### src/rtl/fifo_rd_sched.sv
// fifo_rd_sched: round-robin burst read scheduler over NUM_CH synchronous FIFOs.
// One channel is granted at a time. Reads are issued only while the 4-entry
// output buffer has room for every word already requested. Returned words
// are queued oldest-first and tagged with their source channel.
module fifo_rd_sched #(
   parameter int NUM_CH    = 4,
   parameter int FIFO_DWTH = 8,
   parameter int BURST_LEN = 4,
   parameter int CH_W      = $clog2(NUM_CH)
) (
   input  logic                        clk,
   input  logic                        rst,
   input  logic [NUM_CH-1:0]           fifo_empty,
   input  logic [NUM_CH-1:0]           fifo_valid,
   input  logic [NUM_CH*FIFO_DWTH-1:0] fifo_dout,
   output logic [NUM_CH-1:0]           fifo_rden,
   output logic [FIFO_DWTH-1:0]        out_data,
   output logic [CH_W-1:0]             out_ch,
   output logic                        out_valid,
   input  logic                        out_ready,
   output logic                        busy
);

   localparam int              IW        = $clog2(BURST_LEN + 1);
   localparam logic [IW-1:0]   BURST_MAX = IW'(BURST_LEN);
   localparam logic [1:0]      ST_IDLE   = 2'd0;
   localparam logic [1:0]      ST_BURST  = 2'd1;
   localparam logic [1:0]      ST_DRAIN  = 2'd2;

   logic [1:0]           state_r;
   logic [CH_W-1:0]      gnt_r;
   logic [CH_W-1:0]      last_r;
   logic [IW-1:0]        issued_r;
   logic [2:0]           inflight_r;
   logic [2:0]           bcnt_r;
   logic [1:0]           wr_ptr_r;
   logic [1:0]           rd_ptr_r;
   logic [FIFO_DWTH-1:0] buf_data_r [4];
   logic [CH_W-1:0]      buf_ch_r   [4];

   logic [FIFO_DWTH-1:0] dout_word_s [NUM_CH];
   logic [CH_W:0]        pick_s;
   logic                 credit_ok_s;
   logic                 issue_s;
   logic                 push_s;
   logic                 pop_s;
   logic                 burst_end_s;
   logic                 drain_done_s;
   logic [NUM_CH-1:0]    rden_s;

   // First non-empty channel after 'last', wrapping; MSB flags that one exists.
   // Walking k downward lets the nearest candidate overwrite farther ones.
   function automatic logic [CH_W:0] rr_pick(input logic [CH_W-1:0] last,
                                             input logic [NUM_CH-1:0] empty);
      logic [CH_W:0]   pick;
      logic [CH_W-1:0] idx;
      pick = '0;
      for (int k = NUM_CH; k >= 1; k--) begin
         idx = CH_W'((int'(last) + k) % NUM_CH);
         if (!empty[idx]) begin
            pick = {1'b1, idx};
         end
      end
      return pick;
   endfunction

   // Split the concatenated FIFO data bus into per-channel words.
   always_comb begin
      for (int c = 0; c < NUM_CH; c++) begin
         dout_word_s[c] = fifo_dout[c*FIFO_DWTH +: FIFO_DWTH];
      end
   end

   // Issue, return and handshake decisions for this cycle.
   always_comb begin
      pick_s       = rr_pick(last_r, fifo_empty);
      credit_ok_s  = ({1'b0, bcnt_r} + {1'b0, inflight_r}) < 4'd4;
      if (state_r == ST_BURST) begin
         issue_s = !fifo_empty[gnt_r] && (issued_r < BURST_MAX) && credit_ok_s;
      end else begin
         issue_s = 1'b0;
      end
      push_s       = fifo_valid[gnt_r] && (inflight_r != 3'd0);
      pop_s        = (bcnt_r != 3'd0) && out_ready;
      burst_end_s  = (issue_s && ((issued_r + IW'(1)) == BURST_MAX)) || fifo_empty[gnt_r];
      drain_done_s = (inflight_r == 3'd0) || ((inflight_r == 3'd1) && push_s);
      rden_s       = '0;
      if (issue_s) begin
         rden_s[gnt_r] = 1'b1;
      end else begin
         rden_s = '0;
      end
   end

   // Grant state machine and read accounting.
   always_ff @(posedge clk) begin
      if (rst) begin
         state_r    <= ST_IDLE;
         gnt_r      <= '0;
         last_r     <= CH_W'(NUM_CH - 1);
         issued_r   <= '0;
         inflight_r <= 3'd0;
      end else begin
         inflight_r <= inflight_r + 3'(issue_s) - 3'(push_s);
         case (state_r)
            ST_IDLE: begin
               if (pick_s[CH_W]) begin
                  gnt_r    <= pick_s[CH_W-1:0];
                  issued_r <= '0;
                  state_r  <= ST_BURST;
               end
            end
            ST_BURST: begin
               if (issue_s) begin
                  issued_r <= issued_r + IW'(1);
               end
               if (burst_end_s) begin
                  state_r <= ST_DRAIN;
               end
            end
            ST_DRAIN: begin
               if (drain_done_s) begin
                  last_r  <= gnt_r;
                  state_r <= ST_IDLE;
               end
            end
            default: begin
               state_r <= ST_IDLE;
            end
         endcase
      end
   end

   // Output buffer: oldest-first, push on return, pop on accepted handshake.
   always_ff @(posedge clk) begin
      if (rst) begin
         wr_ptr_r <= 2'd0;
         rd_ptr_r <= 2'd0;
         bcnt_r   <= 3'd0;
         for (int i = 0; i < 4; i++) begin
            buf_data_r[i] <= '0;
            buf_ch_r[i]   <= '0;
         end
      end else begin
         if (push_s) begin
            buf_data_r[wr_ptr_r] <= dout_word_s[gnt_r];
            buf_ch_r[wr_ptr_r]   <= gnt_r;
            wr_ptr_r             <= wr_ptr_r + 2'd1;
         end
         if (pop_s) begin
            rd_ptr_r <= rd_ptr_r + 2'd1;
         end
         bcnt_r <= bcnt_r + 3'(push_s) - 3'(pop_s);
      end
   end

   assign fifo_rden = rden_s;
   assign out_data  = buf_data_r[rd_ptr_r];
   assign out_ch    = buf_ch_r[rd_ptr_r];
   assign out_valid = (bcnt_r != 3'd0);
   assign busy      = (state_r != ST_IDLE);

endmodule

### config.mk
export PLATFORM = sky130hd
export DESIGN_NAME = fifo_rd_sched
export DESIGN_NICKNAME = d
export VERILOG_FILES = /design/src/rtl/fifo_rd_sched.sv
export SDC_FILE = /design/constraint.sdc
export NUM_CORES = 1
export LEC_CHECK = 0
export ABC_AREA = 1
export CAP_MARGIN = 20
export CORE_UTILIZATION = 52
export DETAILED_ROUTE_END_ITERATION = 8
export PLACE_DENSITY = 0.91
export SYNTH_ARGS = -nofsm -noshare
export SYNTH_HDL_FRONTEND = slang
export SYNTH_SLANG_ARGS = --single-unit
### constraint.sdc
create_clock -name clk -period 2.7 [get_ports clk]
set_input_delay 0.54 -clock clk [delete_from_list [all_inputs] [get_ports clk]]
set_output_delay 0.54 -clock clk [all_outputs]
set_load 0.02 [all_outputs]
Yosys cells after proc, flatten, opt, wreduce, memory -nomap -nowiden

Memories as Yosys holds them, arrays and structs flattened. A register that Yosys moved wholly into a read port is not among the register bits.
Index checks and enable logic that the tools add are counted.

Output and inout port bits: 16
Bits of input ports: 43
Bits in registers: 19
Bits in writable memories: 40
Memories kept: 2
Logic and storage cells: 107

Order comparisons: 9
Equality and inequality tests: 8
Reductions and logical operators: 22
Add/subtract/negate cells: 12
Multiplexer cells: 45
Bitwise operators: 1

Memory list:

| name       | words | bits a word | rd ports | clocked after Yosys merged registers in | wr ports | line | RTL |
|---|---|---|---|---|---|---|---|
| buf_data_r | 4     | 8           | 1        | 1                                       | 4        | 38   | `logic [FIFO_DWTH-1:0] buf_data_r [4];` |
| buf_ch_r   | 4     | 2           | 1        | 1                                       | 4        | 39   | `logic [CH_W-1:0] buf_ch_r [4];` |

Operators with widths:

| operator                                                                      | count |
|---|---|
| 8-bit 2-to-1 mux                                                              | 3 |
| 2-bit 2-to-1 mux                                                              | 10 |
| 3-bit 2-to-1 mux                                                              | 6 |
| 8-bit binary-select mux with 2-bit select                                     | 1 |
| 2-bit by 3-bit less-than comparator with 1-bit output (second input constant) | 5 |
| 1-bit 2-to-1 mux                                                              | 15 |
| 1-bit binary-select mux with 2-bit select                                     | 6 |
| 2-bit by 1-bit adder with 2-bit output (second input constant)                | 4 |
| 2-bit != test (second input constant)                                         | 4 |
| 8-bit OR reduction                                                            | 1 |
| 1-bit logical AND                                                             | 7 |
| 3-bit by 1-bit adder with 3-bit output                                        | 2 |
| 2-bit one-hot mux with 3 select lines                                         | 1 |
| 3-bit one-hot mux with 2 select lines                                         | 1 |
| 3-bit AND reduction                                                           | 2 |
| 3-bit nonzero test                                                            | 2 |
| 3-bit by 1-bit subtractor with 3-bit output                                   | 2 |
| 2-bit adder (second input constant)                                           | 2 |
| 3-bit by 3-bit adder with 4-bit output                                        | 1 |
| 4-bit by 3-bit less-than comparator with 1-bit output (second input constant) | 1 |
| 4-bit 2-to-1 mux                                                              | 1 |
| 2-bit AND reduction                                                           | 2 |
| 2-bit nonzero test                                                            | 2 |
| 3-bit by 1-bit adder with 3-bit output (second input constant)                | 1 |
| 14 further kinds                                                              | 15 |

Depth between registers and ports, before layout

Gate-level depths: netlist of the first run.

Word-level depth: 10
Mapped depth: 14
Mapped depth without buffers: 13

Worst setup path after synthesis of the first run

No wires, ideal clock.

Kind: register to register
Start: register inflight_r[2]
End: register inflight_r[2]
Required time: 2.572 ns
Setup slack: 0.480 ns
Setup time: 0.128 ns
Path buffers: 0
Clock period less this slack: 2.220 ns
Data arrival time: 2.093 ns
Cell stages (with the launch flop): 13
Cell sequence: dfxtp_1 ha_1 nor2_1 nand3_1 nor2_1 nand2_2 ha_1 inv_1 ha_1 inv_1 fa_1 xnor2_1 nor2_1

Word-level cells in the longest chain between the ends: 6
Elaborated cells between the ends (all ways): 8
Classes of those cells: add/sub: 3; order compare: 1; mux: 1; reduce/logical: 3

Ends and longest elaborated chain:

| element                                               | line | RTL |
|---|---|---|
| from (decl)                                           | 34   | `logic [2:0] inflight_r;` |
| from (signal assigned)                                | 104  | `inflight_r <= inflight_r + 3'(issue_s) - 3'(push_s);` |
| 3-bit by 3-bit adder with 4-bit output                | 77   | `credit_ok_s = ({1'b0, bcnt_r} + {1'b0, inflight_r}) < 4'd4;` |
| 4-bit by 3-bit less-than comparator with 1-bit output | 77   |  |
| 1-bit logical AND                                     | 79   | `issue_s = !fifo_empty[gnt_r] && (issued_r < BURST_MAX) && credit_ok_s;` |
| 1-bit 2-to-1 mux                                      | 78   | `if (state_r == ST_BURST) begin` |
| 3-bit by 1-bit adder with 3-bit output                | 104  |  |
| 3-bit by 1-bit subtractor with 3-bit output *         | 104  |  |

Mark *: on every way between the ends. The rest lies on a longest branch, timed or not.
A chain may end at the register's enable or synchronous reset.

Final worst setup path of the first run

Start: register inflight_r[2]
End: output fifo_rden[1]

Word-level cells in the longest chain between the ends: 5

Ends and longest elaborated chain:

| element                                               | line | RTL |
|---|---|---|
| 3-bit by 3-bit adder with 4-bit output                | 77   |  |
| 4-bit by 3-bit less-than comparator with 1-bit output | 77   |  |
| 1-bit logical AND                                     | 79   |  |
| 1-bit 2-to-1 mux                                      | 78   |  |
| 4-bit 2-to-1 mux                                      | 88   | `if (issue_s) begin` |
| to (decl)                                             | 16   | `output logic [NUM_CH-1:0] fifo_rden,` |

Every way passes these cells.

==> results.py, run 1 <==
metrics = {
    "global_route": {
        "grt_max_degree": 25,
        "overflow": 0,
        "first_global_vias": 2934,
        "grt_use_total_pct": 27.03,
        "grt_pass1_wl_um": 13250,
        "antenna_found_initial": 0,
    },
    "setup_path": {
        "required_ns": 2.16,
        "critical_path.slowest_cell": "dlygate4sd2_1",
        "path_delay_family": "simple AND/OR/NAND/NOR gates",
        "crit_path_start_kind": "flop",
        "max_stage_delay_ns": 0.36,
        "worst-path-buf-inv": 1,
        "critPathMaxFanout": 6,
        "setup.worst_path.end_class": "primary output",
        "path_cells": "ha_1 -> nor2_1 -> nand3_1 -> nor2_2 -> nand2_2 -> nor3_1 -> dlygate4sd2_1",
        "critPathKind": "reg -> out",
        "cp.arrival_ns": 2.02,
    },
    "die": {
        "start_util_pct": 54.57,
        "ios": 59,
        "die_h_um": 81.52,
        "coreArea_um2": 6026,
        "die-area_um2": 6646,
        "die_x_um": 81.52,
        "fp-row-count": 28,
    },
    "route": {
        "routedWlPerCell_um": 14.48,
        "via_per_inst": 5.515,
        "num_vias": 3083,
        "wirelength_um": 8096,
        "drtIter0Drc": 246,
        "ant_nets": 0,
        "drc": 0,
        "drt-pass1-iter-count": 5,
    },
    "placed_design": {
        "placed_area_um2": 4009,
        "port_buffers": 58,
        "post-dp-hpwl_um": 5710,
        "dp_worst_setup_slack_ns": -0.01591,
        "gp_congestion": 0.8517,
        "place_inst": 543,
    },
    "finish": {
        "fin_cells": 559,
        "diodes": 0,
        "drive_above_1_share_pct": 9.298,
        "final_cell_area_um2": 4200,
        "layout_commonest_cell": "nand2_1",
        "fillers": 434,
        "layout_common_cells": "79 x nand2_1, 75 x nor2_1, 54 x clkdlybuf4s50_1, 42 x inv_1, 40 x edfxtp_1",
        "area_growth_pct": 27.74,
        "finalNetCount": 532,
    },
    "hold_path": {
        "hp-class": "reg -> reg",
    },
    "clock_tree": {
        "hold_buffers": 0,
        "path_clk_slew_ns": 0.07,
        "insertion_delay_ns": 0.34,
        "cts_max_level": 3,
        "cts_buffer_depth": 2,
        "cts-buffers-inserted": 9,
        "cts_setup_buffers": 0,
        "cts.sinks": 61,
        "cts-root-buf": "clkbuf_8",
        "cts_tree": "built",
    },
    "pwr": {
        "p_seq_share_pct": 33.3,
        "max-vdd-ir-drop_mv": 0.5672,
        "p_int_mw": 2.300,
        "switchingPower_mw": 1.658,
        "combPwrFrac_pct": 46.7,
        "clkPwrFrac_pct": 20.0,
        "power.switching_fraction_pct": 41.90,
        "p_leak_nw": 1.829,
        "power_density_nw_per_um2": 942.3,
    },
    "sta": {
        "slew_violations": 0,
        "hold_viol": 0,
        "period_share_pct": 94.74,
        "layout_min_cycle_time_ns": 2.558,
        "maxSlewHeadroom_pct": 50.67,
        "worst_slack_ns": 0.1420,
        "clock_skew_ns": 0.008599,
        "finalSetupViolations": 0,
        "fmax_mhz": 390.9,
        "worst_slew_pin_slew_ns": 0.7356,
    },
    "yosys": {
        "ys.flop_type": "edfxtp_1",
        "ys_types": 30,
        "avgSynthCellArea_um2": 8.059,
        "yosysSeqAreaShare_pct": 49.32,
        "synth_edf_count": 40,
        "ys_ff_latch": 61,
        "syn_area_um2": 3288,
        "async_flop_share_pct": 0,
        "syn_nets": 461,
        "yosysWarnings": 0,
        "postSynthCellCount": 408,
    },
    "status": {
        "status": "finished, final reports clean",
    },
    "flow_run": {
        "maxCapViolCount": 0,
    },
}
-- area by class of cell --
cell class | count | area [um2] | area share (%)
clock buffers | 10 | 127.6 | 3.038
well taps | 75 | 93.84 | 2.234
repair buffers | 76 | 710.7 | 16.92
inverters | 49 | 187.7 | 4.468
multi-input cells | 282 | 1396 | 33.24
clock inverters | 6 | 62.56 | 1.489
flip-flops and latches | 61 | 1622 | 38.61
-- stage by stage --
stage / utilization (%) / hold slack [ns] / setup TNS (ns) / power, mW
floorplan: - / 0.4360 / 0 / 2.497
detailed placement: 66.53 / 0.4533 / -0.01591 / 3.133
global placement: 66.53 / 0.4508 / 0 / 3.044
finish: 69.71 / 0.4584 / 0 / 3.958
CTS: 69.64 / 0.4634 / 0 / 3.928
global route: 69.71 / 0.5015 / -0.01347 / 4.225
-- worst register-to-register path, stage by stage, from the launching register on --
cell,delay [ns]
dfxtp_1,0.39
inv_2,0.11
nor2_1,0.32
nand2_1,0.12
nand4_2,0.13
nand2_4,0.06
ha_1,0.28
inv_1,0.04
ha_1,0.18
fa_1,0.37
inv_1,0.10
o21ai_0,0.11
a21oi_1,0.13
-- worst paths after layout --
path	depth (start not counted)	to	slack [ns]	from
worst max-delay path	7	fifo_rden[1]	0.14	inflight_r[2]$_SDFF_PP0_
worst min register to register	2	flop	0.46	rd_ptr_r[1]$_SDFFE_PP0P_
worst min-delay path	2	flop	0.46	rd_ptr_r[1]$_SDFFE_PP0P_
worst max register to register	12	bcnt_r[2]$_SDFF_PP0_	0.28	gnt_r[1]$_SDFFE_PP0P_
-- cell families after synthesis --
kind of cell	Yosys count	share of synthesized area, %
adder cells (fa/ha/maj)	10	4.262
AO/OA/AOI/OAI	67	11.26
buffers and inverters	65	8.296
AND/OR/NAND/NOR	202	26.07
XOR/XNOR	3	0.7992
flip-flops	61	49.31
-- state kept, by name (all words and copies together) (netlist names), named ones only --
name,cells
gnt_r,2
bcnt_r,3
buf_ch_r,8
wr_ptr_r,2
rd_ptr_r,2
buf_data_r,32
last_r,2
issued_r,3
inflight_r,3
state_r,2
-- routing by layer --
metal | track usage, % | up-vias | routed length [um] | share of wire [%]
met5 | 0 | - | 0 | 0
met4 | 13.04 | 0 | 155 | 1.9
met3 | 5.222 | 21 | 646 | 8.0
met2 | 46.08 | 167 | 4074 | 50
met1 | 32.64 | 1403 | 3219 | 40
li1 | - | 1492 | - | -
-- synth_stat cells, types with 2 or more instances --
library cell | count | share of area, %
a211oi_1 | 8 | 1.8
a21oi_1 | 17 | 2.6
buf_2 | 2 | 0.30
buf_6 | 3 | 1.0
clkbuf_1 | 10 | 1.1
clkinv_1 | 2 | 0.23
dfxtp_1 | 21 | 13
edfxtp_1 | 40 | 37
fa_1 | 2 | 1.2
ha_1 | 8 | 3.0
inv_1 | 44 | 5.0
inv_2 | 3 | 0.34
nand2_1 | 79 | 9.0
nand2_2 | 2 | 0.38
nand3_1 | 21 | 3.2
nor2_1 | 76 | 8.7
nor3_1 | 18 | 2.7
o21ai_0 | 30 | 4.6
o22ai_1 | 10 | 1.9
xor2_1 | 2 | 0.53
-- power groups by stage --
stage	registers (mW)	logic [mW]	clock network, mW
floorplan	1.29	1.21	0
finish	1.32	1.85	0.790
CTS	1.31	1.82	0.793
global route	1.34	2.06	0.828
detailed placement	1.33	1.80	0
global placement	1.32	1.73	0
-- what timing repair did --
action	CTS	global route
gates resized for setup	5	3
endpoints found under the setup margin	4	5
pin swaps	0	0
Note: power is estimated with default switching activity, not from simulation.
==> run 2, diff against run 1 <==
--- a/config.mk
+++ b/config.mk
@@ -7,9 +7,11 @@
 export LEC_CHECK = 0
 export ABC_AREA = 1
 export CAP_MARGIN = 20
-export CORE_UTILIZATION = 52
+export CELL_PAD_IN_SITES_DETAIL_PLACEMENT = 0
+export CELL_PAD_IN_SITES_GLOBAL_PLACEMENT = 1
+export CORE_UTILIZATION = 39
 export DETAILED_ROUTE_END_ITERATION = 8
-export PLACE_DENSITY = 0.91
+export PLACE_DENSITY = 0.92
 export SYNTH_ARGS = -nofsm -noshare
 export SYNTH_HDL_FRONTEND = slang
 export SYNTH_SLANG_ARGS = --single-unit
==> run 2 against run 1 <==
Final area grew 0.98%. Power decreased by 2.7%. First-iteration DRC count down 39%. Register-to-register slack improved by 0.07 ns. Critical path depth unchanged. Die area up 32%. Clock-buffer cell count is 1 lower. Cell count rose by 5.9%. Worst setup slack improved by 0.014 ns. Largest cell class unchanged.
==> results.py, run 2 (synthesized netlist as in run 1, its figures left out) <==
metrics = {
    "die": {
        "ios": 59,
        "coreArea_um2": 8175,
        "die_h_um": 93.82,
        "die-area_um2": 8802,
        "start_util_pct": 40.22,
        "fp-row-count": 33,
        "die_x_um": 93.82,
    },
    "finish": {
        "drive_above_1_share_pct": 10.06,
        "finalNetCount": 535,
        "top_regs": "buf_data_r (32), buf_ch_r (8)",
        "area_growth_pct": 29.00,
        "largest_reg_flops": 32,
        "diodes": 0,
        "layout_common_cells": "79 x nand2_1, 75 x nor2_1, 54 x clkdlybuf4s50_1, 43 x inv_1, 40 x edfxtp_1",
        "final_core_util_pct": 51.88,
        "regMostFlops": "buf_data_r",
        "layout_commonest_cell": "nand2_1",
        "final_cell_area_um2": 4242,
    },
    "sta": {
        "worst_slack_ns": 0.1563,
        "worst_slew_pin_slew_ns": 0.6817,
        "fmax_mhz": 393.1,
        "layout_min_cycle_time_ns": 2.544,
        "maxSlewHeadroom_pct": 54.28,
        "slew_violations": 0,
        "clock_skew_ns": 0.007461,
        "finalSetupViolations": 0,
        "hold_viol": 0,
        "setup_tns_ns": 0,
        "period_share_pct": 94.21,
        "rsz0062_at_grt": "false",
    },
    "route": {
        "via_per_inst": 4.997,
        "routedWlPerCell_um": 13.38,
        "ant_nets": 0,
        "drt-pass1-iter-count": 4,
        "drtIter0Drc": 150,
        "num_vias": 2958,
        "wirelength_um": 7919,
        "drc": 0,
    },
    "clock_tree": {
        "cts-buffers-inserted": 9,
        "cts.sinks": 61,
        "cts_buffer_depth": 2,
        "path_clk_slew_ns": 0.07,
        "hold_buffers": 0,
        "post_cts_resized": 5,
        "cts_tree": "built",
        "cts_max_level": 3,
        "insertion_delay_ns": 0.34,
        "cts-root-buf": "clkbuf_8",
        "cts_setup_buffers": 0,
    },
    "pwr": {
        "p_total_mw": 3.852,
        "power_density_nw_per_um2": 908.1,
        "p_leak_nw": 1.842,
        "max-vdd-ir-drop_mv": 0.4548,
    },
    "setup_path": {
        "required_ns": 2.16,
        "r2r_setup_slack_ns": 0.35,
        "crit_path_start_kind": "flop",
        "critPathMaxFanout": 6,
        "setup.worst_path.end_class": "primary output",
        "reg2reg_to": "inflight_r[2]$_SDFF_PP0_",
        "critPathKind": "reg -> out",
        "worst_r2r_path_depth": 12,
        "cp.arrival_ns": 2.00,
        "startpoint": "inflight_r[2]$_SDFF_PP0_",
        "timing.rr.start": "inflight_r[2]$_SDFF_PP0_",
    },
    "status": {
        "status": "finished, final reports clean",
    },
    "placed_design": {
        "dp_worst_setup_slack_ns": -0.06262,
        "placed_area_um2": 4069,
        "gp_congestion": 0.8757,
        "post-dp-hpwl_um": 5840,
        "port_buffers": 58,
    },
    "hold_path": {
        "holdCritStartpoint": "rd_ptr_r[1]$_SDFFE_PP0P_",
        "hp-class": "reg -> reg",
        "min_path_cells": 2,
    },
    "global_route": {
        "antenna_found_initial": 0,
        "first_global_vias": 2795,
        "overflow": 0,
        "grt_pass1_wl_um": 12940,
        "grt_use_total_pct": 19.38,
        "grt_max_degree": 25,
    },
    "flow_run": {
        "maxCapViolCount": 0,
    },
}
[run 2: worst max-delay path by stage]
stage                                to  slack [ns]  depth (start not counted)
2_1_floorplan  inflight_r[2]$_SDFF_PP0_        0.48                         12
3_3_place_gp               fifo_rden[1]        0.04                          7
3_5_place_dp               fifo_rden[1]       -0.06                          7
4_1_cts                       out_ch[0]        0.07                          4
5_1_grt                    fifo_rden[1]       0.002                          7
6_report                   fifo_rden[1]        0.16                          7
[run 2: power breakdown]
| group | internal [mW] | total (mW) | switching, mW | leakage, nW |
|---|---|---|---|---|
| Clock | 0.335 | 0.714 | 0.379 | 0.0856 |
| Combinational | 0.701 | 1.84 | 1.13 | 1.17 |
| Sequential | 1.19 | 1.30 | 0.110 | 0.587 |
[run 2: worst max-delay path, cell delays in order, from the launching register on]
cell,delay [ns]
dfxtp_1,0.34
ha_1,0.29
nor2_1,0.10
nand3_1,0.10
nor2_2,0.19
nand2_2,0.14
nor3_1,0.18
dlygate4sd1_1,0.34
[run 2: layout make-up]
type	instances	area (um2)
clock buffer	9	123.9
clock inverter	7	51.30
fill	756	3934
inverter	49	183.9
multi-input combinational	282	1396
sequential	61	1622
tap	105	131.4
timing repair buffer	79	733.2
[run 2: metrics by stage]
stage	hold slack, ns	instances
3_3_place_gp	0.4533	576
6_report	0.4719	592
3_5_place_dp	0.4646	576
5_1_grt	0.5132	592
4_1_cts	0.4797	592
2_1_floorplan	0.4360	408
[run 2: per-layer routing]
layer / vias to the layer above / GRT usage, % / share of wire [%] / routed length (um)
met3: 12 / 4.369 / 4.7 / 371
met1: 1365 / 24.50 / 45 / 3572
met2: 85 / 32.06 / 49 / 3860
li1: 1496 / - / - / -
met5: - / 0 / 0 / 0
met4: 0 / 7.564 / 1.4 / 114
